<file path="src/rtl/snake_matrix_pkg.sv">
// Shared types and helpers for the LED matrix scan capture block.
package snake_matrix_pkg;

    localparam int unsigned MATRIX_N = 16;
    localparam int unsigned Y_W      = 4;
    localparam int unsigned COORD_W  = 8;
    localparam int unsigned POP_W    = 5;
    localparam int unsigned COUNT_W  = 9;
    localparam int unsigned FRAME_W  = 16;

    typedef logic [COORD_W-1:0]  coord_t;
    typedef logic [MATRIX_N-1:0] row_t;

    typedef enum logic {
        WAIT_START = 1'b0,
        CAPTURE    = 1'b1
    } scan_state_e;

    function automatic logic [POP_W-1:0] popcount16(input row_t v);
        logic [POP_W-1:0] n;
        n = '0;
        for (int i = 0; i < int'(MATRIX_N); i++) begin
            n = n + POP_W'(v[i]);
        end
        return n;
    endfunction

    function automatic logic [Y_W-1:0] coord_x(input coord_t c);
        return c[Y_W-1:0];
    endfunction

    function automatic logic [Y_W-1:0] coord_y(input coord_t c);
        return c[COORD_W-1:Y_W];
    endfunction

endpackage

</file>
<file path="src/rtl/matrix_scan_capture_if.sv">
// Pin, read-port and status bundle of the matrix scan capture block.
interface matrix_scan_capture_if;
    import snake_matrix_pkg::*;

    row_t                 Array_row;
    row_t                 Array_col;
    coord_t               rd_coord;
    logic                 rd_pixel;
    row_t                 rd_row_bits;
    logic                 frame_valid;
    logic [FRAME_W-1:0]   frame_count;
    logic [COUNT_W-1:0]   lit_count;
    logic [COUNT_W-1:0]   diff_count;
    logic                 scan_lost;
    logic                 err_seq;
    logic                 err_onehot;

    modport master (
        output Array_row, Array_col, rd_coord,
        input  rd_pixel, rd_row_bits, frame_valid, frame_count,
               lit_count, diff_count, scan_lost, err_seq, err_onehot
    );

    modport slave (
        input  Array_row, Array_col, rd_coord,
        output rd_pixel, rd_row_bits, frame_valid, frame_count,
               lit_count, diff_count, scan_lost, err_seq, err_onehot
    );

endinterface

</file>
<file path="src/rtl/matrix_row_sampler.sv">
// Synchronises the row/column lines, waits for them to settle and emits one
// capture per stable one-hot row selection.
module matrix_row_sampler
    import snake_matrix_pkg::*;
#(
    parameter int unsigned SYNC_STAGES   = 2,
    parameter int unsigned SETTLE_CYCLES = 4,
    parameter int unsigned ROW_ACTIVE    = 1,
    parameter int unsigned COL_ACTIVE    = 0
) (
    input  logic            clk,
    input  logic            rst,
    input  row_t            raw_row,
    input  row_t            raw_col,
    output logic            cap_valid,
    output logic [Y_W-1:0]  cap_y,
    output row_t            cap_bits,
    output logic            onehot_err
);

    localparam int unsigned LAST  = SYNC_STAGES - 1;
    localparam int unsigned CNT_W = $clog2(SETTLE_CYCLES + 1);

    logic [SYNC_STAGES-1:0][MATRIX_N-1:0] row_sync;
    logic [SYNC_STAGES-1:0][MATRIX_N-1:0] col_sync;
    row_t             r, c, prev_r, prev_c;
    logic [CNT_W-1:0] cnt;
    logic             armed, same, settled, onehot;

    always_ff @(posedge clk) begin
        if (rst) begin
            row_sync <= '0;
            col_sync <= '0;
        end else begin
            row_sync[0] <= raw_row;
            col_sync[0] <= raw_col;
            for (int i = 1; i < int'(SYNC_STAGES); i++) begin
                row_sync[i] <= row_sync[i-1];
                col_sync[i] <= col_sync[i-1];
            end
        end
    end

    assign r = (ROW_ACTIVE != 0) ? row_sync[LAST] : ~row_sync[LAST];
    assign c = (COL_ACTIVE != 0) ? col_sync[LAST] : ~col_sync[LAST];

    // cnt+1 is the number of consecutive identical samples including the current one
    assign same    = (r == prev_r) && (c == prev_c);
    assign settled = same && (cnt == CNT_W'(SETTLE_CYCLES - 1));
    assign onehot  = (r != '0) && ((r & (r - row_t'(1))) == '0);

    always_ff @(posedge clk) begin
        if (rst) begin
            prev_r <= '0;
            prev_c <= '0;
            cnt    <= '0;
            armed  <= 1'b1;
        end else begin
            prev_r <= r;
            prev_c <= c;
            if (!same) begin
                cnt <= '0;
            end else if (cnt != CNT_W'(SETTLE_CYCLES)) begin
                cnt <= cnt + CNT_W'(1);
            end
            // a row may only be captured again after the row lines have moved
            if (r != prev_r) begin
                armed <= 1'b1;
            end else if (cap_valid) begin
                armed <= 1'b0;
            end
        end
    end

    assign cap_valid  = settled && onehot && armed;
    assign onehot_err = settled && (r != '0) && !onehot;
    assign cap_bits   = c;

    always_comb begin
        cap_y = '0;
        for (int i = 0; i < int'(MATRIX_N); i++) begin
            if (r[i]) begin
                cap_y = Y_W'(i);
            end
        end
    end

endmodule

</file>
<file path="src/rtl/matrix_scan_capture.sv">
// Rebuilds 16x16 frames from the matrix scan lines and publishes them double-buffered.
// Optional feature: define MATRIX_DIFF_EN to count pixels changed between frames.
module matrix_scan_capture
    import snake_matrix_pkg::*;
#(
    parameter int unsigned SYNC_STAGES    = 2,
    parameter int unsigned SETTLE_CYCLES  = 4,
    parameter int unsigned TIMEOUT_CYCLES = 65535,
    parameter int unsigned ROW_ACTIVE     = 1,
    parameter int unsigned COL_ACTIVE     = 0
) (
    input  logic                  Clk,
    input  logic                  rst,
    matrix_scan_capture_if.slave  bus
);

    localparam int unsigned TO_W = $clog2(TIMEOUT_CYCLES + 1);

    logic                               cap_valid, onehot_err;
    logic [Y_W-1:0]                     cap_y;
    row_t                               cap_bits;
    logic [POP_W-1:0]                   row_pop;
    scan_state_e                        state, state_next;
    logic [Y_W-1:0]                     exp_y, exp_next;
    logic                               wr_row, start_frame, commit, seq_err, timeout_hit;
    logic [MATRIX_N-1:0][MATRIX_N-1:0]  shadow, front;
    logic [COUNT_W-1:0]                 lit_sum;
    logic [TO_W-1:0]                    to_cnt;

    matrix_row_sampler #(
        .SYNC_STAGES   (SYNC_STAGES),
        .SETTLE_CYCLES (SETTLE_CYCLES),
        .ROW_ACTIVE    (ROW_ACTIVE),
        .COL_ACTIVE    (COL_ACTIVE)
    ) u_sampler (
        .clk        (Clk),
        .rst        (rst),
        .raw_row    (bus.Array_row),
        .raw_col    (bus.Array_col),
        .cap_valid  (cap_valid),
        .cap_y      (cap_y),
        .cap_bits   (cap_bits),
        .onehot_err (onehot_err)
    );

    assign row_pop     = popcount16(cap_bits);
    assign timeout_hit = !cap_valid && (to_cnt == TO_W'(TIMEOUT_CYCLES - 1));

    // Row sequencing: frames must arrive as an unbroken ascending 0..15 scan
    always_comb begin
        state_next  = state;
        exp_next    = exp_y;
        wr_row      = 1'b0;
        start_frame = 1'b0;
        commit      = 1'b0;
        seq_err     = 1'b0;
        case (state)
            WAIT_START: begin
                if (cap_valid && cap_y == '0) begin
                    wr_row      = 1'b1;
                    start_frame = 1'b1;
                    exp_next    = Y_W'(1);
                    state_next  = CAPTURE;
                end
            end
            CAPTURE: begin
                if (cap_valid) begin
                    if (cap_y == exp_y) begin
                        wr_row   = 1'b1;
                        exp_next = exp_y + Y_W'(1);
                        if (cap_y == Y_W'(MATRIX_N - 1)) begin
                            commit     = 1'b1;
                            state_next = WAIT_START;
                        end
                    end else begin
                        seq_err = 1'b1;
                        if (cap_y == '0) begin
                            wr_row      = 1'b1;
                            start_frame = 1'b1;
                            exp_next    = Y_W'(1);
                        end else begin
                            state_next = WAIT_START;
                        end
                    end
                end
            end
            default: state_next = WAIT_START;
        endcase
        if (timeout_hit) begin
            state_next = WAIT_START;
        end
    end

    always_ff @(posedge Clk) begin
        if (rst) begin
            state           <= WAIT_START;
            exp_y           <= '0;
            shadow          <= '0;
            front           <= '0;
            lit_sum         <= '0;
            to_cnt          <= '0;
            bus.frame_valid <= 1'b0;
            bus.frame_count <= '0;
            bus.lit_count   <= '0;
            bus.scan_lost   <= 1'b0;
            bus.err_seq     <= 1'b0;
            bus.err_onehot  <= 1'b0;
            bus.rd_pixel    <= 1'b0;
            bus.rd_row_bits <= '0;
        end else begin
            state <= state_next;
            exp_y <= exp_next;
            if (wr_row) begin
                shadow[cap_y] <= cap_bits;
            end
            if (start_frame) begin
                lit_sum <= COUNT_W'(row_pop);
            end else if (wr_row) begin
                lit_sum <= lit_sum + COUNT_W'(row_pop);
            end
            if (cap_valid) begin
                to_cnt <= '0;
            end else if (to_cnt != TO_W'(TIMEOUT_CYCLES)) begin
                to_cnt <= to_cnt + TO_W'(1);
            end
            // Row 15 goes straight into the front buffer so commit costs no extra cycle
            bus.frame_valid <= commit;
            if (commit) begin
                front                      <= shadow;
                front[Y_W'(MATRIX_N - 1)]  <= cap_bits;
                bus.frame_count            <= bus.frame_count + FRAME_W'(1);
                bus.lit_count              <= lit_sum + COUNT_W'(row_pop);
            end
            if (commit) begin
                bus.scan_lost <= 1'b0;
            end else if (timeout_hit) begin
                bus.scan_lost <= 1'b1;
            end
            bus.err_seq     <= seq_err;
            bus.err_onehot  <= onehot_err;
            bus.rd_row_bits <= front[coord_y(bus.rd_coord)];
            bus.rd_pixel    <= front[coord_y(bus.rd_coord)][coord_x(bus.rd_coord)];
        end
    end

`ifdef MATRIX_DIFF_EN
    logic [POP_W-1:0]   row_diff;
    logic [COUNT_W-1:0] diff_sum;

    assign row_diff = popcount16(cap_bits ^ front[cap_y]);

    // Compared against the front buffer as it stands when each row lands
    always_ff @(posedge Clk) begin
        if (rst) begin
            diff_sum       <= '0;
            bus.diff_count <= '0;
        end else begin
            if (start_frame) begin
                diff_sum <= COUNT_W'(row_diff);
            end else if (wr_row) begin
                diff_sum <= diff_sum + COUNT_W'(row_diff);
            end
            if (commit) begin
                bus.diff_count <= diff_sum + COUNT_W'(row_diff);
            end
        end
    end
`else
    assign bus.diff_count = '0;
`endif

endmodule

</file>
<file path="src/flat_wrapper.sv">
// flat-port wrapper written by rule: the top's interface ports become plain ports
module matrix_scan_capture_flat import snake_matrix_pkg::*;
#(
    parameter int unsigned SYNC_STAGES    = 2,
    parameter int unsigned SETTLE_CYCLES  = 4,
    parameter int unsigned TIMEOUT_CYCLES = 65535,
    parameter int unsigned ROW_ACTIVE     = 1,
    parameter int unsigned COL_ACTIVE     = 0
)
  (Clk, rst, bus_Array_row, bus_Array_col, bus_rd_coord, bus_rd_pixel, bus_rd_row_bits, bus_frame_valid, bus_frame_count, bus_lit_count, bus_diff_count, bus_scan_lost, bus_err_seq, bus_err_onehot);
  matrix_scan_capture_if bus_i ();
  input  logic Clk;
  input  logic rst;
  input wire logic [$bits(bus_i.Array_row)-1:0] bus_Array_row;
  input wire logic [$bits(bus_i.Array_col)-1:0] bus_Array_col;
  input wire logic [$bits(bus_i.rd_coord)-1:0] bus_rd_coord;
  output wire logic [$bits(bus_i.rd_pixel)-1:0] bus_rd_pixel;
  output wire logic [$bits(bus_i.rd_row_bits)-1:0] bus_rd_row_bits;
  output wire logic [$bits(bus_i.frame_valid)-1:0] bus_frame_valid;
  output wire logic [$bits(bus_i.frame_count)-1:0] bus_frame_count;
  output wire logic [$bits(bus_i.lit_count)-1:0] bus_lit_count;
  output wire logic [$bits(bus_i.diff_count)-1:0] bus_diff_count;
  output wire logic [$bits(bus_i.scan_lost)-1:0] bus_scan_lost;
  output wire logic [$bits(bus_i.err_seq)-1:0] bus_err_seq;
  output wire logic [$bits(bus_i.err_onehot)-1:0] bus_err_onehot;
  assign bus_i.Array_row = bus_Array_row;
  assign bus_i.Array_col = bus_Array_col;
  assign bus_i.rd_coord = bus_rd_coord;
  assign bus_rd_pixel = bus_i.rd_pixel;
  assign bus_rd_row_bits = bus_i.rd_row_bits;
  assign bus_frame_valid = bus_i.frame_valid;
  assign bus_frame_count = bus_i.frame_count;
  assign bus_lit_count = bus_i.lit_count;
  assign bus_diff_count = bus_i.diff_count;
  assign bus_scan_lost = bus_i.scan_lost;
  assign bus_err_seq = bus_i.err_seq;
  assign bus_err_onehot = bus_i.err_onehot;
  matrix_scan_capture #(.SYNC_STAGES(SYNC_STAGES), .SETTLE_CYCLES(SETTLE_CYCLES), .TIMEOUT_CYCLES(TIMEOUT_CYCLES), .ROW_ACTIVE(ROW_ACTIVE), .COL_ACTIVE(COL_ACTIVE)) u_core (.Clk(Clk), .rst(rst), .bus(bus_i));
endmodule
</file>
<file path="config.mk">
export PLATFORM = sky130hd
export DESIGN_NAME = matrix_scan_capture_flat
export DESIGN_NICKNAME = d
export VERILOG_FILES = /design/src/rtl/snake_matrix_pkg.sv /design/src/rtl/matrix_scan_capture_if.sv /design/src/rtl/matrix_row_sampler.sv /design/src/rtl/matrix_scan_capture.sv /design/src/flat_wrapper.sv
export SDC_FILE = /design/constraint.sdc
export NUM_CORES = 1
export LEC_CHECK = 0
export ABC_CLOCK_PERIOD_IN_PS = 6000
export CORE_MARGIN = 2
export CORE_UTILIZATION = 55
export DETAILED_ROUTE_END_ITERATION = 8
export PLACE_DENSITY = 0.73
export SYNTH_ARGS = -nofsm -noshare
export SYNTH_HDL_FRONTEND = slang
export SYNTH_SLANG_ARGS = --single-unit
</file>
<file path="constraint.sdc">
create_clock -name Clk -period 6 [get_ports Clk]
set_clock_uncertainty 0.2 [all_clocks]
set_input_delay 1.2 -clock Clk [delete_from_list [all_inputs] [get_ports Clk]]
set_output_delay 1.2 -clock Clk [all_outputs]
set_load 0.02 [all_outputs]
</file>
==> metrics <==
status complete, no violations; clock tree sinks between 600 and 700; vias ~21000; placer congestion estimate 0.847; crit path max fanout 8; Root Driver clkbuf_16; Final Max Slew Viols 0; TritonCTS Buffers 70; Startpoint Class flip-flop; Critical Path Max Stage Delay about 0.56 ns; flip-flop count of the largest register after layout 256; Critical Path AT about 6.0 ns; Clock Latency Late Sink slightly above 0.6 ns; cell count along the critical path 17; switch share between 20% and 30%; ys flop type dfxtp_1; Clock transition at path regs roughly 0.060 ns; synthesis warning total 0; PwrDens 319 nW/µm²; Setup TNS 0 ns; Netlist Area Pre-Place between 20000 and 30000 µm²; Rel. slew slack 18.3%; Comb pwr share 5.6%; Leak 11.0 nW; RR Startpoint u_core.u_sampler.col_sync[26]$_SDFF_PP0_; Area growth syn-to-layout 13.9%; asr flop ratio synth 0%; gr usage total 28.7%; WP data required approximately 6.3 ns; I/O Buffers 87; number of synthesized flops with an enable pin 0; row count 80; synth top area cells dfxtp_1 (50%), nand2_1 (7.7%), a21oi_1 (5.5%); global-route wire length before repair 114 mm; deepest clock path buffer count 3; distinct cell type count after synthesis 70; Initial Utilization 56.0%; nets@finish approximately 3000; syn avg cell area between 9 and 10 µm²; DR DRC count 0; post-synth top area share 50.1%; measured slew at the worst slew-check pin around 1.2 ns; clock group share of total power between 40% and 50%; die span in y roughly 220 µm; largest net degree at the start of global routing 141; Peak VDD IR about 230 µV; Worst setup EP type flip-flop; Setup crit start u_core.u_sampler.col_sync[26]$_SDFF_PP0_; Ports 97; die extent in x around 220 µm; Final min period about 5.7 ns; CP dominant cell by count fa_1; register share of total power 46.4%; fillers between 3000 and 4000; leading area contributor after synthesis dfxtp_1; switching power total ~2.2 mW; maximum clock rate 0.176 GHz; Final Hold Viols 0; Tcrit/Tclk final a little over nine tenths; remaining antenna violation count 0; Gate Count Post-Synth a little under 3000; unrepaired setup endpoints after global routing no; vias in the first global route just over 20000; Detailed Routing Iterations Pass 1 6; Starting DRT DRC Count slightly above 2000; WL per Instance a little over 20 µm; reg2reg setup slack between 0.3 and 0.4 ns; R2R depth 17; multi-input logic area around 12000 µm²; max_cap viols 0; internal power between 7 and 8 mW; share of cells above drive strength 1 9.40%; gr ovfl total 0; Seq/Total Area, Yosys between 50% and 60%; CP top delay family adder cells; register area 13500 µm²; die area about 51000 µm²; vias per cell slightly below 6; CTS tree yes; cell with the most instances after synthesis dfxtp_1; initial antenna violation count 1; Tot Pwr about 9.8 mW; routed wire length 72.7 mm; worst path cell trace inv_1, fa_1, fa_1, fa_1, fa_1, fa_1, inv_1, fa_1, fa_1, nor2b_1, o21ai_0, a21boi_1, o21ai_1, nor2_1, inv_1, or3_1, a21oi_1; CP max stage cell fa_1; Largest Register u_core.front; DP Wirelength between 40 and 50 mm; biggest regs u_core.front: 256 flops, u_core.shadow: 240 flops, u_core.u_sampler.col_sync: 32 flops; most frequent cells after synthesis dfxtp_1 (672), nand2_1 (553), a21oi_1 (295); #FFs+latches synth between 600 and 700; Reg2Reg Capture Point u_core.lit_sum[8]$_SDFFE_PP0P_; total core area 47900 µm²; Worst Setup EP u_core.lit_sum[8]$_SDFFE_PP0P_; CP bufs+invs 3; CP Class reg2reg; final setup vio count 0; H-tree levels 3; HP Class reg2reg
==> layout make-up <==
class                   instances  area share [%]
flip-flops and latches        672            44.0
multi-input cells            1960            39.9
clock buffers                  99            6.72
repair buffers                140            4.51
well taps                     615            2.52
clock inverters                29            1.52
inverters                      68           0.835
diodes                          2          0.0164
==> cells in the final DEF, fill, tap and decap left out, types with 10 or more instances in the layout <==
master	count
nor3_1	14
nor4_1	15
or2_2	20
o21ai_0	112
buf_4	45
nand2_1	551
fa_1	11
clkdlybuf4s50_1	84
clkbuf_1	13
nand2b_1	68
or3_1	10
bufinv_16	11
a211oi_1	100
xor2_1	29
clkbuf_8	13
xnor2_1	33
nor2b_1	85
dfxtp_1	672
mux4_2	58
nand3_1	20
nor2_1	167
a22o_1	10
a21oi_1	295
inv_1	67
nand4_1	31
ha_1	17
clkbuf_16	73
mux2i_1	89
nand3b_1	98
==> worst register-to-register path: cells and delay by family, from the launching register on <==
family	cells	cell delay [ns]
AO/OA/AOI/OAI	4	0.67
adder cells (fa/ha/maj)	7	3.30
AND/OR/NAND/NOR	3	0.62
buffers and inverters	3	0.28
flip-flops	1	0.52
==> how the worst min path moves through the flow <==
| stage | startpoint | to | slack (ns) | cells after the start |
|---|---|---|---|---|
| after CTS | u_core.u_sampler.col_sync[7]$_SDFF_PP0_ | u_core.u_sampler.col_sync[23]$_SDFF_PP0_ | 0.24 | 1 |
| after floorplan | u_core.u_sampler.col_sync[0]$_SDFF_PP0_ | u_core.u_sampler.col_sync[16]$_SDFF_PP0_ | 0.21 | 1 |
| after global placement | u_core.u_sampler.col_sync[7]$_SDFF_PP0_ | u_core.u_sampler.col_sync[23]$_SDFF_PP0_ | 0.22 | 1 |
| after detailed placement | u_core.u_sampler.row_sync[13]$_SDFF_PP0_ | u_core.u_sampler.r[13]$_SDFF_PP0_ | 0.23 | 1 |
| final | u_core.u_sampler.col_sync[7]$_SDFF_PP0_ | u_core.u_sampler.col_sync[23]$_SDFF_PP0_ | 0.24 | 1 |
| after global routing | u_core.u_sampler.row_sync[0]$_SDFF_PP0_ | u_core.u_sampler.r[0]$_SDFF_PP0_ | 0.26 | 1 |
==> kinds of logic (layout without fill, tap and decap cells) <==
| logic type | Yosys count | count (layout) | synth area share [%] |
|---|---|---|---|
| AO/OA/AOI/OAI | 581 | 581 | 12.7 |
| XOR/XNOR | 62 | 62 | 2.02 |
| adder cells (fa/ha/maj) | 29 | 29 | 1.65 |
| buffers and inverters | 316 | 336 | 4.77 |
| flip-flops | 672 | 672 | 50.1 |
| multiplexers | 152 | 152 | 8.39 |
| other | 1 | 11 | 0.0140 |
| AND/OR/NAND/NOR | 1127 | 1127 | 20.3 |
==> power groups by stage <==
stage                     Sequential, mW  Clock (mW)  Combinational, mW
after floorplan                     4.61           0              0.385
after global placement              4.63           0              0.522
after detailed placement            4.63           0              0.534
after CTS                           4.53        4.73              0.538
after global routing                4.53        4.92              0.585
final                               4.53        4.69              0.543
==> layer usage <==
layer | wire (µm) | GRT usage (%) | part of all wire, %
met5 | 0 | 0 | 0
met4 | 2520 | 11.8 | 3.5
met3 | 5390 | 4.41 | 7.4
met2 | 34100 | 46.6 | 47
met1 | 30700 | 38.4 | 42
==> metrics by stage <==
stage | cells | setup WS (ns) | hold WS, ns | util, % | area, µm²
6_report | 3585 | 0.326 | 0.237 | 63.8 | 30600
5_1_grt | 3583 | 0.0393 | 0.258 | 63.8 | 30600
4_1_cts | 3583 | 0.189 | 0.241 | 63.8 | 30600
3_5_place_dp | 3455 | 0.279 | 0.226 | 58.5 | 28100
3_3_place_gp | 3455 | 0.367 | 0.219 | 58.5 | 28100
2_1_floorplan | 2948 | 0.410 | 0.214 | - | 26900
==> what timing repair did <==
item	CTS	global route
hold buffers	0	0
resized for setup	0	2
hold endpoints to repair	0	0
setup endpoints to repair	0	2
setup buffers	0	0
Power figures use the tool's default switching activity.
